File: src/rtl/add_responder_if.sv
// ============================================================================
// Module  : add_responder_if
// Brief   : Operand-pair request and sum response bundle for add_responder.
// Revision: 1.0
// ============================================================================
`default_nettype none

interface add_responder_if #(
    parameter int WIDTH = 4,
    parameter int DEPTH = 4,
    parameter int CNT_W = 16
);
    logic                       in_valid;
    logic                       in_ready;
    logic [WIDTH-1:0]           in_a;
    logic [WIDTH-1:0]           in_b;
    logic                       out_valid;
    logic                       out_ready;
    logic [WIDTH:0]             out_sum;
    logic [CNT_W-1:0]           txn_count;
    logic [$clog2(DEPTH):0]     fifo_level;

    modport master (
        output in_valid, in_a, in_b, out_ready,
        input  in_ready, out_valid, out_sum, txn_count, fifo_level
    );

    modport slave (
        input  in_valid, in_a, in_b, out_ready,
        output in_ready, out_valid, out_sum, txn_count, fifo_level
    );
endinterface

`default_nettype wire

File: src/rtl/add_responder.sv
// ============================================================================
// Module  : add_responder
// Brief   : Accepts operand pairs, registers their zero-extended sum, and
//           returns results in order through a small FIFO.
// Revision: 1.0
// ============================================================================
`default_nettype none

module add_responder #(
    parameter int WIDTH = 4,
    parameter int DEPTH = 4,
    parameter int CNT_W = 16
) (
    input  wire logic          clk,
    input  wire logic          rst_n,
    add_responder_if.slave     bus
);
    localparam int c_ptr_w = $clog2(DEPTH);
    localparam int c_lvl_w = c_ptr_w + 1;

    logic               r_s1_valid;
    logic [WIDTH:0]     r_s1_sum;
    logic [WIDTH:0]     r_mem [DEPTH];
    logic [c_ptr_w-1:0] r_wr_ptr;
    logic [c_ptr_w-1:0] r_rd_ptr;
    logic [c_lvl_w-1:0] r_level;
    logic [CNT_W-1:0]   r_txn;

    logic               w_accept;
    logic               w_push;
    logic               w_pop;
    logic [c_lvl_w-1:0] w_occ;

    // Occupancy counts the in-flight stage so a push can never find the FIFO full.
    assign w_occ    = r_level + c_lvl_w'(r_s1_valid);
    assign w_accept = bus.in_valid && bus.in_ready;
    assign w_push   = r_s1_valid;
    assign w_pop    = bus.out_valid && bus.out_ready;

    assign bus.in_ready   = (w_occ < c_lvl_w'(DEPTH)) && rst_n;
    assign bus.out_valid  = (r_level != '0);
    assign bus.out_sum    = r_mem[r_rd_ptr];
    assign bus.txn_count  = r_txn;
    assign bus.fifo_level = r_level;

    always_ff @(posedge clk or negedge rst_n) begin
        if (!rst_n) begin
            r_s1_valid <= 1'b0;
            r_s1_sum   <= '0;
            r_wr_ptr   <= '0;
            r_rd_ptr   <= '0;
            r_level    <= '0;
            r_txn      <= '0;
            for (int i = 0; i < DEPTH; i++) begin
                r_mem[i] <= '0;
            end
        end else begin
            r_s1_valid <= w_accept;
            if (w_accept) begin
                r_s1_sum <= {1'b0, bus.in_a} + {1'b0, bus.in_b};
            end

            if (w_push) begin
                r_mem[r_wr_ptr] <= r_s1_sum;
                r_wr_ptr        <= r_wr_ptr + c_ptr_w'(1);
            end

            if (w_pop) begin
                r_rd_ptr <= r_rd_ptr + c_ptr_w'(1);
                r_txn    <= r_txn + CNT_W'(1);
            end

            case ({w_push, w_pop})
                2'b10:   r_level <= r_level + c_lvl_w'(1);
                2'b01:   r_level <= r_level - c_lvl_w'(1);
                default: r_level <= r_level;
            endcase
        end
    end
endmodule

`default_nettype wire

File: src/flat_wrapper.sv
// flat-port wrapper written by rule: the top's interface ports become plain ports
module add_responder_flat 
#(
    parameter int WIDTH = 4,
    parameter int DEPTH = 4,
    parameter int CNT_W = 16
)
  (clk, rst_n, bus_in_valid, bus_in_a, bus_in_b, bus_out_ready, bus_in_ready, bus_out_valid, bus_out_sum, bus_txn_count, bus_fifo_level);
  add_responder_if #(.WIDTH(WIDTH), .DEPTH(DEPTH), .CNT_W(CNT_W)) bus_i ();
  input  wire logic clk;
  input  wire logic rst_n;
  input wire logic [$bits(bus_i.in_valid)-1:0] bus_in_valid;
  input wire logic [$bits(bus_i.in_a)-1:0] bus_in_a;
  input wire logic [$bits(bus_i.in_b)-1:0] bus_in_b;
  input wire logic [$bits(bus_i.out_ready)-1:0] bus_out_ready;
  output wire logic [$bits(bus_i.in_ready)-1:0] bus_in_ready;
  output wire logic [$bits(bus_i.out_valid)-1:0] bus_out_valid;
  output wire logic [$bits(bus_i.out_sum)-1:0] bus_out_sum;
  output wire logic [$bits(bus_i.txn_count)-1:0] bus_txn_count;
  output wire logic [$bits(bus_i.fifo_level)-1:0] bus_fifo_level;
  assign bus_i.in_valid = bus_in_valid;
  assign bus_i.in_a = bus_in_a;
  assign bus_i.in_b = bus_in_b;
  assign bus_i.out_ready = bus_out_ready;
  assign bus_in_ready = bus_i.in_ready;
  assign bus_out_valid = bus_i.out_valid;
  assign bus_out_sum = bus_i.out_sum;
  assign bus_txn_count = bus_i.txn_count;
  assign bus_fifo_level = bus_i.fifo_level;
  add_responder #(.WIDTH(WIDTH), .DEPTH(DEPTH), .CNT_W(CNT_W)) u_core (.clk(clk), .rst_n(rst_n), .bus(bus_i));
endmodule
File: config.mk
export PLATFORM = sky130hd
export DESIGN_NAME = add_responder_flat
export DESIGN_NICKNAME = d
export VERILOG_FILES = /design/src/rtl/add_responder_if.sv /design/src/rtl/add_responder.sv /design/src/flat_wrapper.sv
export SDC_FILE = /design/constraint.sdc
export NUM_CORES = 1
export LEC_CHECK = 0
export ABC_AREA = 1
export CORE_MARGIN = 2
export CORE_UTILIZATION = 48
export CTS_CLUSTER_DIAMETER = 120
export DETAILED_ROUTE_END_ITERATION = 8
export HOLD_SLACK_MARGIN = 0.1
export PLACE_DENSITY = 0.75
export SYNTH_ARGS = -nofsm -noshare
export SYNTH_HDL_FRONTEND = slang
export SYNTH_SLANG_ARGS = --single-unit
export TNS_END_PERCENT = 20
File: constraint.sdc
create_clock -name clk -period 1.7 [get_ports clk]
set_input_delay 0.34 -clock clk [delete_from_list [all_inputs] [get_ports clk]]
set_output_delay 0.34 -clock clk [all_outputs]
set_load 0.1 [all_outputs]
==> flow_summary.yaml <==
status:
  run_status: "finished with violations"
  violations: "negative setup slack"
yosys:
  syn_inst: 287
  ys_warn_count: 0
  synth_top_area_cell: "dfrtp_1"
  synth_top_area_frac: 0.4942
  synth-seq-area-share: 0.4942
  syn_area_sq_mm: 0.002481
  synth_cell_types: 24
  synth-seq-cells: 49
  syn_area_per_cell_sq_um: 8.645
  synth.net_count: 311
  ys_top_cells_by_area: "dfrtp_1, nand2_1, o21ai_0"
worst_setup_path:
  cp_max_fo: 6
  critPathKind: "reg2out"
  arrival_ns: 1.45
  worst-r2r-cell-count: 8
  cp.required_ns: 1.36
  worstSetupStartpointType: "flop"
  end_kind: "output port"
  ff2ff_setup_slack_ns: -0.01
floorplanning:
  initial_core_util: 0.4921
  core_sq_mm: 0.005042
  die_area_sq_mm: 0.005760
  die_width_um: 75.90
  rows: 26
  io_pins: 38
  die_h_um: 75.90
timing:
  finalWorstSetupSlack_ns: -0.08573
  layout_min_cycle_time_ns: 1.786
  relSlewSlack: 0.7594
  fin_crit_sh: 1.050
  fmax_ghz: 0.5600
  hold_violations: 0
  tightest_slew_ns: 0.3609
  finClkSkew_ns: 0.007516
  tns_ns: -0.4809
  rsz0062_at_grt: "yes"
  drv_slew: 0
  setup_viol_count_final: 7
cells_and_area:
  final_cell_mix: "nand2_1, dfrtp_1, buf_12, o21ai_0"
  n_antenna_cell: 0
  nNetsFinal: 368
  final_common_cell: "nand2_1"
  final_cell_area_sq_mm: 0.003551
  area_growth_pct: 43.12
  drive_gt1_frac: 0.2522
  fillerInstances: 377
detailed_routing:
  vias_per_cell: 5.152
  vias: 2138
  first_pass_iters: 4
  wire_per_inst_um: 13.10
  ant_nets: 0
  drtIter0Drc: 156
  drc_errors: 0
  wirelength_um: 5435
flow_run:
  cap_violations: 0
pwr:
  power_leakage_nw: 1.612
  vdd_drop_max_mv: 2.059
  switching_share: 0.5088
  internal_power_w: 0.003646
  power_w: 0.007422
  clkPwrFrac: 0.095
  power_frac_seq: 0.275
  combPwrFrac: 0.629
  p_sw_w: 0.003776
  power_density_mw_per_mm2: 2090
global_routing:
  grt_max_degree: 30
  grt_pass1_vias: 2033
  grt_overflow_total: 0
  grt_pass1_wl_um: 9163
  antenna_found_initial: 0
  track_usage: 0.2130
clock_tree:
  cts_max_level: 2
  worstSkewPairLatency_ns: 0.30
  clk_pin_slew_ns: 0.08
  cts_buffers: 5
  clock-sinks: 49
  clockBufferDepth: 2
  cts_tree: "built"
  root_buffer: "clkbuf_8"
worst_hold_path:
  hp-class: "reg2reg"
  min_path_cells: 2
placed_design:
  io_buffers: 37
  pre_cts_ws_ns: -0.3380
  post_dp_cell_area_sq_mm: 0.003363
  routabilityCongestion: 0.8338
  hpwlAfterDp_um: 3934
-- state kept, by name, summed over array words and instances, names as in the netlist --
name / flops
u_core.bus.fifo_level: 3
u_core.bus.txn_count: 16
u_core.r_mem: 20
u_core.r_rd_ptr: 2
u_core.r_s1_sum: 5
u_core.r_s1_valid: 1
u_core.r_wr_ptr: 2
-- cells by family after synthesis --
family,share of synthesized area
flip-flops,0.4942
XOR/XNOR,0.04236
AND/OR/NAND/NOR,0.2542
AO/OA/AOI/OAI,0.09128
buffers and inverters,0.05144
adder cells (fa/ha/maj),0.06657
-- metal layers --
metal	track usage	routed length [um]	up-vias
met2	0.3381	2698	49
li1	-	-	1040
met5	0	0	-
met1	0.2916	2433	1042
met4	0.06823	69	0
met3	0.04762	233	7
-- area by class of cell --
class	count	area [sq um]	share of cell area
repair inverters	1	7.507	0.002114
multi-input cells	205	1255	0.3534
flip-flops and latches	49	1239	0.3488
well taps	70	87.58	0.02467
repair buffers	52	748.2	0.2107
clock buffers	8	90.09	0.02537
inverters	30	123.9	0.03488
-- worst max-delay path, cell delays in order, from the launching register on --
cell and delay, ns:
dfrtp_2 0.45, clkinvlp_4 0.23, o21ai_2 0.21, o22ai_4 0.09, buf_12 0.17
-- through the flow --
stage          cells  hold WS [ns]    util
6_report         415        0.4967  0.7042
5_1_grt          415        0.5209  0.7042
4_1_cts          415        0.4969  0.6990
3_5_place_dp     401        0.3833  0.6670
3_3_place_gp     401        0.3700  0.6670
2_1_floorplan    287       0.04441       -
-- repair_timing --
item | 4_1_cts | 5_1_grt
endpoints found under the hold margin | 49 | 0
gates resized for setup | 22 | 9
gates cloned | 2 | 0
pin swaps | 3 | 0
buffers inserted | 3 | 0
hold buffers | 1 | 0
setup endpoints to repair | 8 | 9
-- power groups by stage --
| stage | clock network (W) | logic (W) | registers (W) |
|---|---|---|---|
| after CTS | 0.000721 | 0.00464 | 0.00203 |
| final | 0.000708 | 0.00467 | 0.00204 |
| after floorplan | 0 | 0.00229 | 0.00265 |
| after detailed placement | 0 | 0.00450 | 0.00200 |
| after global placement | 0 | 0.00442 | 0.00197 |
| after global routing | 0.000765 | 0.00494 | 0.00209 |
-- synthesized netlist by cell type --
cell type / count
nand2_4: 1
nand4_1: 7
xor2_1: 7
nor2_1: 27
nand3_2: 2
clkbuf_1: 2
buf_4: 1
fa_1: 2
inv_1: 28
nor3_1: 1
nand3b_1: 4
nor2_8: 1
dfrtp_1: 49
nand2_8: 1
nor2_4: 2
o21ai_0: 37
nand3_1: 8
xnor2_1: 5
a21oi_1: 2
inv_2: 2
ha_1: 10
nor2_2: 2
o22ai_1: 5
nand2_1: 81
-- final timing paths --
check / start / endpoint
setup / recovery: u_core.r_rd_ptr[0]$_DFFE_PN0P_ / bus_out_sum[2]
max in group asynchronous: rst_n / u_core.r_rd_ptr[0]$_DFFE_PN0P_
hold / removal: u_core.r_mem[4]$_DFFE_PN0P_ / u_core.r_mem[4]$_DFFE_PN0P_
hold reg to reg: u_core.r_mem[4]$_DFFE_PN0P_ / u_core.r_mem[4]$_DFFE_PN0P_
setup reg to reg: u_core.bus.fifo_level[0]$_DFFE_PN0P_ / u_core.bus.fifo_level[1]$_DFFE_PN0P_
min in group asynchronous: rst_n / u_core.r_s1_sum[4]$_DFFE_PN0P_
Power figures use the tool's default switching activity.
